--- src/rtl/ebus_diag_seq_pkg.sv ---
// Shared types and defaults for the EBUS diagnostic transaction sequencer.
// Bit 0 is the MSB of every EBUS-facing vector.
package ebus_diag_seq_pkg;

  typedef logic [0:6]  diag_func_t;
  typedef logic [0:35] ebus_word_t;

  // Functions 100-177 (octal) are reads.
  localparam int unsigned DiagReadBit  = 0;

  localparam int unsigned SetupCycDef  = 2;
  localparam int unsigned StrobeCycDef = 2;
  localparam int unsigned HoldCycDef   = 1;
  localparam int unsigned ReadCycDef   = 4;

  typedef enum logic [2:0] {
    StIdle,
    StSetup,
    StStrobe,
    StHold,
    StSettle,
    StResp
  } diag_seq_state_e;

endpackage

--- src/rtl/ebus_diag_seq_if.sv ---
// Command/response handshake plus EBUS diag lines between the front end and the sequencer.
interface ebus_diag_seq_if;
  import ebus_diag_seq_pkg::*;

  logic       cmd_valid;
  logic       cmd_ready;
  diag_func_t cmd_func;
  ebus_word_t cmd_wdata;
  logic       rsp_valid;
  logic       rsp_ready;
  ebus_word_t rsp_rdata;
  logic       rsp_was_read;
  diag_func_t ebus_ds;
  logic       ebus_diag_strobe;
  logic       ebus_driving;
  ebus_word_t ebus_wdata;
  ebus_word_t ebus_rdata;

  modport master (
    output cmd_valid, cmd_func, cmd_wdata, rsp_ready, ebus_rdata,
    input  cmd_ready, rsp_valid, rsp_rdata, rsp_was_read,
    input  ebus_ds, ebus_diag_strobe, ebus_driving, ebus_wdata
  );

  modport slave (
    input  cmd_valid, cmd_func, cmd_wdata, rsp_ready, ebus_rdata,
    output cmd_ready, rsp_valid, rsp_rdata, rsp_was_read,
    output ebus_ds, ebus_diag_strobe, ebus_driving, ebus_wdata
  );

endinterface

--- src/rtl/ebus_diag_seq.sv ---
// EBUS diagnostic transaction sequencer: turns one diag command into a timed
// setup/strobe/hold write or setup/settle/sample read, with all EBUS outputs registered.
module ebus_diag_seq
  import ebus_diag_seq_pkg::*;
#(
  parameter int unsigned SETUP_CYC  = SetupCycDef,
  parameter int unsigned STROBE_CYC = StrobeCycDef,
  parameter int unsigned HOLD_CYC   = HoldCycDef,
  parameter int unsigned READ_CYC   = ReadCycDef
) (
  input  logic            clk,
  input  logic            rst_n,
  ebus_diag_seq_if.slave  bus_io
);

  localparam logic [7:0] SetupLoad  = 8'(SETUP_CYC - 1);
  localparam logic [7:0] StrobeLoad = 8'(STROBE_CYC - 1);
  localparam logic [7:0] HoldLoad   = (HOLD_CYC == 0) ? 8'd0 : 8'(HOLD_CYC - 1);
  localparam logic [7:0] ReadLoad   = 8'(READ_CYC - 1);

  diag_seq_state_e state_q, state_d;
  logic [7:0]      cnt_q, cnt_d;
  diag_func_t      func_q, func_d;
  ebus_word_t      wdata_q, wdata_d;
  ebus_word_t      rdata_q, rdata_d;
  logic            was_read_q, was_read_d;

  logic            cmd_ready_q, cmd_ready_d;
  logic            rsp_valid_q, rsp_valid_d;
  diag_func_t      ds_q, ds_d;
  logic            strobe_q, strobe_d;
  logic            driving_q, driving_d;
  ebus_word_t      ebus_wdata_q, ebus_wdata_d;

  logic            cnt_zero;
  logic            busy_d;

  assign cnt_zero = (cnt_q == 8'd0);

  always_comb begin
    state_d    = state_q;
    cnt_d      = cnt_q;
    func_d     = func_q;
    wdata_d    = wdata_q;
    rdata_d    = rdata_q;
    was_read_d = was_read_q;

    unique case (state_q)
      StIdle: begin
        if (bus_io.cmd_valid) begin
          state_d    = StSetup;
          cnt_d      = SetupLoad;
          func_d     = bus_io.cmd_func;
          wdata_d    = bus_io.cmd_wdata;
          was_read_d = bus_io.cmd_func[DiagReadBit];
          rdata_d    = '0;
        end
      end
      StSetup: begin
        if (!cnt_zero) begin
          cnt_d = cnt_q - 8'd1;
        end else if (was_read_q) begin
          state_d = StSettle;
          cnt_d   = ReadLoad;
        end else begin
          state_d = StStrobe;
          cnt_d   = StrobeLoad;
        end
      end
      StStrobe: begin
        if (!cnt_zero) begin
          cnt_d = cnt_q - 8'd1;
        end else if (HOLD_CYC == 0) begin
          state_d = StResp;
        end else begin
          state_d = StHold;
          cnt_d   = HoldLoad;
        end
      end
      StHold: begin
        if (!cnt_zero) cnt_d = cnt_q - 8'd1;
        else           state_d = StResp;
      end
      StSettle: begin
        if (!cnt_zero) begin
          cnt_d = cnt_q - 8'd1;
        end else begin
          state_d = StResp;
          rdata_d = bus_io.ebus_rdata;
        end
      end
      StResp: begin
        if (bus_io.rsp_ready) state_d = StIdle;
      end
      default: state_d = StIdle;
    endcase

    // Outputs are decoded from the next state so they change on the same edge as the state.
    busy_d       = (state_d == StSetup) || (state_d == StStrobe) ||
                   (state_d == StHold)  || (state_d == StSettle);
    driving_d    = busy_d && (state_d != StSettle) && !was_read_d;
    ds_d         = busy_d ? func_d : '0;
    ebus_wdata_d = driving_d ? wdata_d : '0;
    strobe_d     = (state_d == StStrobe);
    rsp_valid_d  = (state_d == StResp);
    cmd_ready_d  = (state_d == StIdle);
  end

  always_ff @(posedge clk or negedge rst_n) begin
    if (!rst_n) begin
      state_q      <= StIdle;
      cnt_q        <= '0;
      func_q       <= '0;
      wdata_q      <= '0;
      rdata_q      <= '0;
      was_read_q   <= 1'b0;
      cmd_ready_q  <= 1'b1;
      rsp_valid_q  <= 1'b0;
      ds_q         <= '0;
      strobe_q     <= 1'b0;
      driving_q    <= 1'b0;
      ebus_wdata_q <= '0;
    end else begin
      state_q      <= state_d;
      cnt_q        <= cnt_d;
      func_q       <= func_d;
      wdata_q      <= wdata_d;
      rdata_q      <= rdata_d;
      was_read_q   <= was_read_d;
      cmd_ready_q  <= cmd_ready_d;
      rsp_valid_q  <= rsp_valid_d;
      ds_q         <= ds_d;
      strobe_q     <= strobe_d;
      driving_q    <= driving_d;
      ebus_wdata_q <= ebus_wdata_d;
    end
  end

  assign bus_io.cmd_ready        = cmd_ready_q;
  assign bus_io.rsp_valid        = rsp_valid_q;
  assign bus_io.rsp_rdata        = rdata_q;
  assign bus_io.rsp_was_read     = was_read_q;
  assign bus_io.ebus_ds          = ds_q;
  assign bus_io.ebus_diag_strobe = strobe_q;
  assign bus_io.ebus_driving     = driving_q;
  assign bus_io.ebus_wdata       = ebus_wdata_q;

endmodule

--- src/flat_wrapper.sv ---
// flat-port wrapper written by rule: the top's interface ports become plain ports
module ebus_diag_seq_flat import ebus_diag_seq_pkg::*;
#(
  parameter int unsigned SETUP_CYC  = SetupCycDef,
  parameter int unsigned STROBE_CYC = StrobeCycDef,
  parameter int unsigned HOLD_CYC   = HoldCycDef,
  parameter int unsigned READ_CYC   = ReadCycDef
)
  (clk, rst_n, bus_io_cmd_valid, bus_io_cmd_func, bus_io_cmd_wdata, bus_io_rsp_ready, bus_io_ebus_rdata, bus_io_cmd_ready, bus_io_rsp_valid, bus_io_rsp_rdata, bus_io_rsp_was_read, bus_io_ebus_ds, bus_io_ebus_diag_strobe, bus_io_ebus_driving, bus_io_ebus_wdata);
  ebus_diag_seq_if bus_io_i ();
  input  logic clk;
  input  logic rst_n;
  input wire logic [$bits(bus_io_i.cmd_valid)-1:0] bus_io_cmd_valid;
  input wire logic [$bits(bus_io_i.cmd_func)-1:0] bus_io_cmd_func;
  input wire logic [$bits(bus_io_i.cmd_wdata)-1:0] bus_io_cmd_wdata;
  input wire logic [$bits(bus_io_i.rsp_ready)-1:0] bus_io_rsp_ready;
  input wire logic [$bits(bus_io_i.ebus_rdata)-1:0] bus_io_ebus_rdata;
  output wire logic [$bits(bus_io_i.cmd_ready)-1:0] bus_io_cmd_ready;
  output wire logic [$bits(bus_io_i.rsp_valid)-1:0] bus_io_rsp_valid;
  output wire logic [$bits(bus_io_i.rsp_rdata)-1:0] bus_io_rsp_rdata;
  output wire logic [$bits(bus_io_i.rsp_was_read)-1:0] bus_io_rsp_was_read;
  output wire logic [$bits(bus_io_i.ebus_ds)-1:0] bus_io_ebus_ds;
  output wire logic [$bits(bus_io_i.ebus_diag_strobe)-1:0] bus_io_ebus_diag_strobe;
  output wire logic [$bits(bus_io_i.ebus_driving)-1:0] bus_io_ebus_driving;
  output wire logic [$bits(bus_io_i.ebus_wdata)-1:0] bus_io_ebus_wdata;
  assign bus_io_i.cmd_valid = bus_io_cmd_valid;
  assign bus_io_i.cmd_func = bus_io_cmd_func;
  assign bus_io_i.cmd_wdata = bus_io_cmd_wdata;
  assign bus_io_i.rsp_ready = bus_io_rsp_ready;
  assign bus_io_i.ebus_rdata = bus_io_ebus_rdata;
  assign bus_io_cmd_ready = bus_io_i.cmd_ready;
  assign bus_io_rsp_valid = bus_io_i.rsp_valid;
  assign bus_io_rsp_rdata = bus_io_i.rsp_rdata;
  assign bus_io_rsp_was_read = bus_io_i.rsp_was_read;
  assign bus_io_ebus_ds = bus_io_i.ebus_ds;
  assign bus_io_ebus_diag_strobe = bus_io_i.ebus_diag_strobe;
  assign bus_io_ebus_driving = bus_io_i.ebus_driving;
  assign bus_io_ebus_wdata = bus_io_i.ebus_wdata;
  ebus_diag_seq #(.SETUP_CYC(SETUP_CYC), .STROBE_CYC(STROBE_CYC), .HOLD_CYC(HOLD_CYC), .READ_CYC(READ_CYC)) u_core (.clk(clk), .rst_n(rst_n), .bus_io(bus_io_i));
endmodule
--- config.mk ---
export PLATFORM = sky130hd
export DESIGN_NAME = ebus_diag_seq_flat
export DESIGN_NICKNAME = d
export VERILOG_FILES = /design/src/rtl/ebus_diag_seq_pkg.sv /design/src/rtl/ebus_diag_seq_if.sv /design/src/rtl/ebus_diag_seq.sv /design/src/flat_wrapper.sv
export SDC_FILE = /design/constraint.sdc
export NUM_CORES = 1
export LEC_CHECK = 0
export CAP_MARGIN = 20
export CORE_MARGIN = 2
export CORE_UTILIZATION = 40
export CTS_CLUSTER_SIZE = 12
export DETAILED_ROUTE_END_ITERATION = 6
export GPL_TIMING_DRIVEN = 0
export PLACE_DENSITY = 0.7
export SLEW_MARGIN = 25
export SYNTH_ARGS = -nofsm -noshare
export SYNTH_HDL_FRONTEND = slang
export SYNTH_SLANG_ARGS = --single-unit
--- constraint.sdc ---
create_clock -name clk -period 3.7 [get_ports clk]
set_clock_uncertainty 0.1 [all_clocks]
set_input_delay 0.74 -clock clk [delete_from_list [all_inputs] [get_ports clk]]
set_output_delay 0.74 -clock clk [all_outputs]
set_load 0.02 [all_outputs]
======== Yosys cells after proc, flatten, opt, wreduce, memory -nomap -nowiden ========
Cells that the tools add are included.
storage, ports and cells
  input port bits ......................... 83
  bits in registers ....................... 138
  output and inout bits ................... 84
  logic and storage cells ................. 65
operators by class
  multiplexer cells ....................... 24
  reduce and logical (&&, ||, !) cells .... 14
  equality and inequality tests ........... 14
  add/subtract/negate cells ............... 1
operator list
  cell                 number
  $mux 36              5
  $pmux 36 s2          1
  $mux 8               4
  $pmux 8 s4           1
  $mux 7               3
  $mux 3               6
  $pmux 3 s5           1
  $eq 3x2->1 const B   4
  $eq 3x3->1 const B   4
  $logic_not 8->1      1
  $sub 8x1->8 const B  1
  $eq 3x1->1 const B   2
  $logic_not 3->1      2
  $reduce_and 3->1     2
  $ne 2x2->1 const B   2
  $reduce_bool 4->1    1
  $logic_or 1x1->1     3
  $ne 3x3->1 const B   1
  $logic_and 1x1->1    2
  $mux 1               2
  $mux 2               1
  $ne 2x1->1 const B   1
  $reduce_bool 2->1    1
  $reduce_or 2->1      1
  $logic_not 1->1      1

======== Longest topological paths before layout ========
Gate-level depths: netlist (run 1).
  depth after elaboration ................. 10
  gate-level depth with buffers ........... 9
  depth with buffers taken out ............ 8

======== Least setup slack after synthesis (run 1) ========
No wires, ideal clock.
  kind .................................... flip-flop to flip-flop
  from .................................... register u_core.cnt_q[0]
  to ...................................... register u_core.cnt_q[7]
  period minus slack after synthesis ...... 2571 ps
  stages on the path, launching flop included .. 10
  slack ................................... 1129 ps
  path buffers ............................ 1
  library setup time ...................... 110 ps
  data arrival time ....................... 2361 ps
  path through ............................ dfrtp_1 -> inv_1 -> ha_1 -> nor4b_2 -> a21oi_1 -> or4_4 -> xnor2_2 -> or2_0 -> clkbuf_2 -> o41ai_1
on the way
  longest elaborated chain between the ends .. 3
  elaborated cells between the ends (all ways) .. 8
  classes of those cells .................. 1 x add/sub; 1 x eq/ne; 4 x mux; 2 x reduce/logical
RTL lines
  item                                            line                                      source
  start: declaration                              ebus_diag_seq.sv:22                       logic [7:0] cnt_q, cnt_d;
  start signal: assignment                        ebus_diag_seq.sv:125                      cnt_q <= cnt_d;
  $sub 8x1->8 or $logic_not 8->1 (tied branches)  n/a
  $mux 8 (tied with other cells)                  ebus_diag_seq.sv:81, ebus_diag_seq.sv:85
  $pmux 8 s4 or $reduce_and 3->1 (tied branches)  n/a
Parallel ways exist; a longest one is shown, timed or not. The select of a mux whose other input is x is not followed.
A chain may end at the register's enable or synchronous reset.

======== Final worst setup path (run 1) ========
  from .................................... input bus_io_cmd_valid
  to ...................................... register u_core.ebus_wdata_q[18] (netlist: u_core.bus_io.ebus_wdata[18])
on the way
  elaborated cells between the ends (all ways) .. 18
  classes of those cells .................. 5 x eq/ne; 7 x mux; 6 x reduce/logical
RTL lines
  item                         line                  source
  start: declaration           flat_wrapper.sv:13    input wire logic [$bits(bus_io_i.cmd_valid)-1:0] bus_io_cmd_valid;
  $mux 1                       ebus_diag_seq.sv:50   if (bus_io.cmd_valid) begin
  $mux 1                       ebus_diag_seq.sv:48   unique case (state_q)
  net u_core.was_read_d        ebus_diag_seq.sv:26   logic was_read_q, was_read_d;
  $logic_not 1->1              ebus_diag_seq.sv:101  driving_d = busy_d && (state_d != StSettle) && !was_read_d;
  $logic_and 1x1->1            ebus_diag_seq.sv:101
  $mux 36                      ebus_diag_seq.sv:103  ebus_wdata_d = driving_d ? wdata_d : '0;
  net u_core.ebus_wdata_d[18]  ebus_diag_seq.sv:33   ebus_word_t ebus_wdata_q, ebus_wdata_d;
  end signal: assignment       ebus_diag_seq.sv:135  ebus_wdata_q <= ebus_wdata_d;
  end: declaration             ebus_diag_seq.sv:33
The timed path passes the listed nets, and every way through them passes these cells.

==> results of run 1 <==
-- sequential cells by signal, summed over array words and instances, names as in the netlist --
| name | count |
|---|---|
| u_core.state_q | 3 |
| u_core.bus_io.ebus_diag_strobe | 1 |
| u_core.cnt_q | 8 |
| u_core.bus_io.ebus_wdata | 36 |
| u_core.bus_io.rsp_rdata | 36 |
| u_core.bus_io.ebus_ds | 7 |
| u_core.bus_io.ebus_driving | 1 |
| u_core.bus_io.cmd_ready | 1 |
| u_core.bus_io.rsp_was_read | 1 |
| u_core.func_q | 7 |
| u_core.bus_io.rsp_valid | 1 |
| u_core.wdata_q | 36 |
-- where the power goes --
part           switching, uW  total, uW  internal (uW)
Combinational           1450       2690           1240
Clock                    610       1880           1270
Sequential               196       2280           2080
-- worst paths after layout --
check | endpoint | from | cells after the start
max | u_core.bus_io.ebus_wdata[18] | bus_io_cmd_valid | 9
min | u_core.bus_io.rsp_rdata[0] | rst_n | 1
max reg2reg | u_core.bus_io.ebus_wdata[18] | u_core.state_q[2] | 9
min reg2reg | u_core.bus_io.rsp_rdata[3] | u_core.bus_io.rsp_rdata[3] | 2
max in group asynchronous | u_core.bus_io.cmd_ready | rst_n | 2
min in group clk | u_core.bus_io.rsp_rdata[3] | u_core.bus_io.rsp_rdata[3] | 2
-- per-stage QoR --
stage                     worst slack (ns)  util [%]  std cells  TNS [ns]
final                               0.6658     60.34        826         0
after global routing                0.3407     60.34        826         0
after CTS                           0.6035     60.34        826         0
after detailed placement            0.1512     55.20        794         0
after global placement              -3.455     54.95        793   -473.65
after floorplan                      1.129         -        451         0
-- layer usage --
metal	track usage, %	up-vias	share of wire [%]
met1	22.84	1912	42
li1	-	1872	-
met2	28.34	164	45
met3	8.238	16	11
met4	6.771	0	1.6
met5	0	-	0
-- cell type report --
class | instances | area [um2] | area share (%)
flip-flops and latches | 138 | 3455 | 43.76
well taps | 176 | 220.2 | 2.789
inverters | 7 | 26.28 | 0.3328
repair buffers | 167 | 1694 | 21.46
clock inverters | 10 | 187.7 | 2.377
plain buffers | 24 | 96.34 | 1.220
clock buffers | 22 | 484.2 | 6.133
multi-input cells | 282 | 1732 | 21.93
-- kinds of logic after synthesis --
| family | share of synthesized area (%) |
|---|---|
| xor+xnor | 0.3065 |
| mux | 9.286 |
| buf+inv | 2.310 |
| fa+ha+maj | 0.6598 |
| flops | 65.07 |
| simple gates | 14.94 |
| compound gates | 7.424 |
-- layout by cell type, fill, tap and decap left out, types with 3 or more instances in the layout --
cell             netlist  layout
and2b_1                3       3
clkbuf_16              0      17
o21ai_0               48      48
nor3_1                 3       3
nor2_1                18      18
dfrtp_1              137     137
clkbuf_8               0       4
buf_2                  4       4
bufinv_16              0       5
nand2b_1               4       4
mux2_2                42      42
nor2b_1               38      38
nand2_1               85      85
clkdlybuf4s50_1        0     165
clkbuf_1              19      20
inv_1                  7       7
a21oi_1               11      11
==> results.yml, run 1 <==
run_status:
  status: "complete, no violations"
drt:
  wl_um: 12340
  antenna_left: 0
  wl_per_cell_um: 14.94
  drtIter0Drc: 211
  via_count: 3964
  viasPerCell: 4.799
  drt_first_pass_iters: 5
  drc_errors: 0
grt:
  grt_antenna_before_repair: 0
  grt_max_degree: 82
  grt_pass1_wl_um: 20310
  overflow: 0
  grt_use_total_pct: 18.38
  grt_pass1_vias: 4068
placed_design:
  port_buffers: 166
  place_congestion: 0.8535
  placed_area_um2: 7223
  post-dp-hpwl_um: 8872
worst_setup_path:
  max_stage_delay_ns: 0.48
  crit_buf_inv: 3
  required_ns: 3.88
  cpMaxStageDelayCell: "clkdlybuf4s50_1"
  start_kind: "primary input"
  rrSetupSlack_ns: 0.70
  worstSetupPathType: "primary input to flip-flop"
  cp_data_arrival_time_ns: 3.21
  crit_fanout: 10
  end_kind: "flip-flop"
  critical-path-top-delay-family: "buffers and inverters"
  worstPathCellList: "clkdlybuf4s50_1, nor4b_1, clkbuf_1, nand2_1, o21ai_0, nor2_1, nand2_1, clkbuf_1, nor2b_1"
clock_tree:
  cts_resized: 0
  cts_setup_buffers: 0
  root_buffer: "clkbuf_16"
  clock_latency_ns: 0.41
  cts_sinks: 138
  cts_buffer_depth: 2
  ctsHoldBuffers: 0
  cts-buffers-inserted: 17
  cts_tree: "yes"
  cts.htree.levels: 4
  cts.clk_slew.worst_paths_ns: 0.06
logic_synthesis:
  synthesis.instances: 451
  synthFlopType: "dfrtp_1"
  synth_common_cells: "137 x dfrtp_1, 85 x nand2_1, 48 x o21ai_0, 42 x mux2_2, 38 x nor2b_1"
  ys_warn_count: 0
  synth_seq_cells: 138
  syn_nets: 536
  syn_area_um2: 5309
  synthDistinctLibCells: 41
  synth_top_area_share_pct: 64.58
  yosysSeqAreaShare_pct: 65.07
  yosys-top-cells-area: "dfrtp_1 65%, mux2_2 8.9%, nand2_1 6.0%"
  async_reset_ff_share_pct: 100.0
  yosysTopAreaCell: "dfrtp_1"
  yosysMostFrequentCell: "dfrtp_1"
  synth_edf_count: 0
  avgSynthCellArea_um2: 11.77
floorplan:
  die_width_um: 119.2
  core-area_um2: 13090
  ios: 167
  rows: 42
  dieArea_um2: 14210
  die_y_um: 119.2
  start_util_pct: 40.57
job:
  drv_cap: 0
finish:
  fin_area_um2: 7895
  final_nets: 722
  drive_gt1_share_pct: 13.54
  fillers: 1063
  area_growth_pct: 48.72
  antenna_cells: 0
sta:
  rsz0062_at_grt: "no"
  relSlewSlack_pct: 52.60
  fin_hold_ws_ns: 0.1378
  fmax_mhz: 329.6
  period_share_pct: 82.00
  setup_violations: 0
  drv_slew: 0
  hold_viol_final: 0
  fin_crit_ns: 3.034
  worst_pin_slew_ns: 0.7056
power_and_ir_drop:
  p_leak_uw: 0.003327
  powerDensity_nw_per_um2: 866.5
  p_total_uw: 6841
  max-vdd-ir-drop_v: 0.0004553
worst_hold_path:
  min_path_type: "primary input to async pin"
No activity file was read; power rests on OpenSTA's default activity.
==> run 2, diff against run 1 <==
==> constraint.sdc (replaced) <==
create_clock -name clk -period 2.9 [get_ports clk]
set_clock_uncertainty 0.1 [all_clocks]
set_input_delay 0.58 -clock clk [delete_from_list [all_inputs] [get_ports clk]]
set_output_delay 0.58 -clock clk [all_outputs]
set_load 0.02 [all_outputs]
==> results.yml, run 2 (synthesis gave the netlist of run 1 again) <==
placed_design:
  port_buffers: 166
  dp_worst_setup_slack_ns: -0.4888
  dpl.cell_count: 794
  place_congestion: 0.8535
  post-dp-hpwl_um: 8872
sta:
  setup_violations: 0
  drv_slew: 0
  fin_crit_ns: 2.730
  fmax_mhz: 366.3
  hold_viol_final: 0
  relSlewSlack_pct: 49.31
  worst_pin_slew_ns: 0.7546
  rsz0062_at_grt: "no"
  fin_hold_ws_ns: 0.3751
  period_share_pct: 94.14
  finalWorstSetupSlack_ns: 0.1699
clock_tree:
  root_buffer: "clkbuf_16"
  cts.clk_slew.worst_paths_ns: 0.06
  cts-buffers-inserted: 17
  cts_tree: "yes"
  clock_latency_ns: 0.41
  cts_buffer_depth: 2
  cts.htree.levels: 4
  cts_sinks: 138
grt:
  overflow: 0
  grt_max_degree: 82
  grt_antenna_before_repair: 0
  grt_pass1_wl_um: 20420
  grt_pass1_vias: 4091
  grt_use_total_pct: 18.47
drt:
  drt_first_pass_iters: 4
  antenna_left: 0
  via_count: 3979
  wl_per_cell_um: 15.03
  drtIter0Drc: 210
  wl_um: 12430
  drc_errors: 0
  viasPerCell: 4.811
power_and_ir_drop:
  max-vdd-ir-drop_v: 0.0005657
  p_leak_uw: 0.003352
  powerDensity_nw_per_um2: 1109
finish:
  fin_cells: 827
  final_nets: 723
  final_cell_mix: "165 x clkdlybuf4s50_1, 137 x dfrtp_1, 84 x nand2_1, 48 x o21ai_0, 42 x mux2_2"
  drive_gt1_share_pct: 14.59
  area_growth_pct: 49.56
  final_common_cell: "clkdlybuf4s50_1"
  post-route-util_pct: 60.68
  antenna_cells: 0
worst_setup_path:
  end_kind: "flip-flop"
  worstSetupPathType: "flip-flop to flip-flop"
  r2r_start: "u_core.cnt_q[0]"
  start_kind: "flip-flop"
  required_ns: 3.11
  r2r-end: "u_core.cnt_q[7]"
  reg2reg_depth: 9
  cp_data_arrival_time_ns: 2.94
  crit_fanout: 7
  rrSetupSlack_ns: 0.17
run_status:
  status: "complete, no violations"
worst_hold_path:
  min_path_cells: 2
  min_from: "u_core.bus_io.rsp_rdata[3]"
  hold_end: "u_core.bus_io.rsp_rdata[3]"
  min_path_type: "flip-flop to flip-flop"
floorplan:
  dieArea_um2: 14210
  die_y_um: 119.2
  core-area_um2: 13090
  start_util_pct: 40.57
  rows: 42
  ios: 167
  die_width_um: 119.2
job:
  drv_cap: 0
## run 2: where the power goes
| part | switching (uW) | internal, uW |
|---|---|---|
| Sequential | 259 | 2650 |
| Clock | 774 | 1620 |
| Combinational | 1880 | 1620 |
## run 2: worst max-delay path by stage
stage                                 from                            to  slack [ns]
final                      u_core.cnt_q[0]               u_core.cnt_q[7]        0.17
after CTS                  u_core.cnt_q[0]               u_core.cnt_q[7]        0.04
after global placement               rst_n  u_core.bus_io.ebus_wdata[23]       -4.09
after floorplan            u_core.cnt_q[0]               u_core.cnt_q[7]        0.33
after global routing       u_core.cnt_q[0]               u_core.cnt_q[7]        0.03
after detailed placement  bus_io_cmd_valid  u_core.bus_io.ebus_wdata[19]       -0.49
## run 2: cell type report
| cell class | instances | area (um2) |
|---|---|---|
| Tap cell | 176 | 220.2 |
| Inverter | 7 | 26.28 |
| Clock inverter | 10 | 187.7 |
| Multi-Input combinational cell | 282 | 1762 |
| Fill cell | 1064 | 5145 |
| Buffer | 24 | 101.3 |
| Timing Repair Buffer | 168 | 1704 |
| Sequential cell | 138 | 3455 |
| Clock buffer | 22 | 484.2 |
## run 2: repair_timing
action,4_1_cts,5_1_grt
hold buffers,1,0
gates resized for setup,2,10
hold endpoints to repair,4,0
setup endpoints to repair,31,35
setup buffers,0,0
## run 2: critical path, stage by stage (launching register included)
cell and delay (ns):
dfrtp_1 0.44, inv_2 0.10, ha_1 0.17, nor4b_4 0.28, a21oi_1 0.12, or4_4 0.56
xnor2_4 0.19, or2_0 0.24, clkbuf_2 0.15, o41ai_2 0.28
## run 2: stage by stage
step	total power (uW)	setup TNS (ns)	instance area [um2]
2_1_floorplan	5065	0	5309
3_3_place_gp	6306	-573.99	7191
3_5_place_dp	6409	-16.16	7223
4_1_cts	8857	0	7915
5_1_grt	9365	0	7940
6_report	8808	0	7940
## run 2: metal layers
metal,GRT usage (%),part of all wire [%]
met4,6.771,1.7
met3,8.190,11
met2,28.45,46
met1,23.06,42
met5,0,0
==> run 3, diff against run 2 <==
--- a/config.mk
+++ b/config.mk
@@ -6,6 +6,7 @@
 export NUM_CORES = 1
 export LEC_CHECK = 0
 export CAP_MARGIN = 20
+export CORE_ASPECT_RATIO = 1.4
 export CORE_MARGIN = 2
 export CORE_UTILIZATION = 40
 export CTS_CLUSTER_SIZE = 12
==> results.yml, run 3 (synthesis gave the netlist of run 1 again) <==
sta:
  fmax_mhz: 361.5
  relSlewSlack_pct: 45.24
  setup_violations: 0
  period_share_pct: 95.40
  drv_slew: 0
  worst_pin_slew_ns: 0.8151
  fin_crit_ns: 2.767
  hold_viol_final: 0
  fin_hold_ws_ns: 0.008266
finish:
  fin_area_um2: 7846
  area_growth_pct: 47.80
  fillers: 1058
  final_cell_mix: "165 x clkdlybuf4s50_1, 136 x dfrtp_1, 84 x nand2_1, 48 x o21ai_0, 42 x mux2_2"
  drive_gt1_share_pct: 14.64
  final_common_cell: "clkdlybuf4s50_1"
  final_nets: 723
  antenna_cells: 0
worst_setup_path:
  rrSetupSlack_ns: 0.13
  reg2reg_depth: 9
  worstSetupPathType: "flip-flop to flip-flop"
  start_kind: "flip-flop"
  crit_fanout: 7
  required_ns: 3.10
  endpoint: "u_core.cnt_q[7]"
  r2r_start: "u_core.cnt_q[0]"
  r2r-end: "u_core.cnt_q[7]"
  cp_data_arrival_time_ns: 2.97
  end_kind: "flip-flop"
  critPathLaunch: "u_core.cnt_q[0]"
floorplan:
  ios: 167
  rows: 49
  start_util_pct: 41.04
  die_y_um: 140.3
  die_width_um: 101.4
  dieArea_um2: 14220
  core-area_um2: 12940
clock_tree:
  cts_buffer_depth: 2
  clock_latency_ns: 0.41
  cts-buffers-inserted: 17
  ctsHoldBuffers: 0
  cts_tree: "yes"
  root_buffer: "clkbuf_16"
  cts.htree.levels: 4
  cts.clk_slew.worst_paths_ns: 0.06
  cts_sinks: 138
grt:
  grt_use_total_pct: 18.33
  grt-busiest-layer: "met2"
  grt_pass1_vias: 4278
  met2_usage_pct: 31.16
  met1_usage_pct: 20.73
  grt_antenna_before_repair: 0
  grt_max_degree: 77
  grt_pass1_wl_um: 20530
  overflow: 0
  grt_util_met3_pct: 7.884
job:
  drv_cap: 0
power_and_ir_drop:
  powerDensity_nw_per_um2: 1088
  max-vdd-ir-drop_v: 0.0006330
  p_leak_uw: 0.003308
placed_design:
  post-dp-hpwl_um: 9085
  placed_area_um2: 7226
  port_buffers: 166
  place_congestion: 0.9014
drt:
  drc_errors: 0
  viasPerCell: 4.820
  via_count: 3986
  wl_um: 12550
  drt_first_pass_iters: 4
  drtIter0Drc: 124
  antenna_left: 0
  wl_per_cell_um: 15.17
run_status:
  status: "complete, no violations"
worst_hold_path:
  min_path_type: "primary input to async pin"
==> run 3: cell count changes in the layout (fill, tap and decap cells not counted), sizes merged <==
cell | previous run | this run
buf | 6 | 7
bufinv | 5 | 2
dlygate4sd3 | 1 | 0
clkinvlp | 2 | 3
clkbuf | 42 | 39
clkinv | 3 | 6
==> run 3: where the power goes <==
part           total [uW]  internal, uW  leakage (uW)  switching [uW]
Sequential           2910          2650       0.00177             257
Clock                2090          1300      0.000277             793
Combinational        3530          1630       0.00127            1900
==> run 3: worst min path at each step <==
| stage | endpoint | slack [ns] | depth (start not counted) |
|---|---|---|---|
| after CTS | u_core.bus_io.ebus_wdata[19] | 0.02 | 1 |
| after global placement | u_core.bus_io.rsp_rdata[8] | 0.37 | 2 |
| after detailed placement | u_core.func_q[5] | 0.37 | 2 |
| after global routing | u_core.bus_io.ebus_wdata[21] | 0.04 | 1 |
| final | u_core.bus_io.ebus_wdata[19] | 0.008 | 1 |
| after floorplan | u_core.bus_io.ebus_diag_strobe | 0.18 | 0 |
==> run 3: cell type report <==
class / count / area (um2) / area share, %
Tap cell: 178 / 222.7 / 2.838
Clock buffer: 19 / 452.9 / 5.773
Multi-Input combinational cell: 282 / 1762 / 22.45
Buffer: 24 / 101.3 / 1.292
Sequential cell: 138 / 3456 / 44.04
Inverter: 7 / 26.28 / 0.3349
Clock inverter: 11 / 123.9 / 1.579
Timing Repair Buffer: 168 / 1702 / 21.69
==> run 3: per-layer routing <==
metal | up-vias | part of all wire (%)
met3 | 9 | 9.9
met4 | 0 | 0.86
li1 | 1873 | -
met1 | 1920 | 38
met2 | 184 | 51
met5 | - | 0
==> run 3: timing repair <==
| action | in CTS | in global routing |
|---|---|---|
| setup buffers | 0 | 1 |
| setup endpoints to repair | 31 | 15 |
| gates resized for setup | 4 | 6 |
==> run 3: worst max-delay path, stage by stage (launching register included) <==
cell and delay (ns):
dfrtp_2 0.44, inv_1 0.11, ha_1 0.18, nor4b_4 0.27, a21oi_1 0.11, or4_4 0.56, xnor2_4 0.20, or2_0 0.24
clkbuf_2 0.16, o41ai_2 0.30
==> run 3: through the flow <==
| stage | setup WS (ns) | setup TNS (ns) | cells | total power, uW | util, % |
|---|---|---|---|---|---|
| 2_1_floorplan | 0.3291 | 0 | 451 | 5065 | - |
| 3_3_place_gp | -4.103 | -585.11 | 795 | 6310 | 55.61 |
| 3_5_place_dp | -0.6324 | -27.46 | 796 | 6446 | 55.86 |
| 4_1_cts | 0.01329 | 0 | 826 | 8591 | 60.41 |
| 5_1_grt | -0.007791 | -0.007791 | 827 | 9086 | 60.65 |
| 6_report | 0.1335 | 0 | 827 | 8539 | 60.65 |
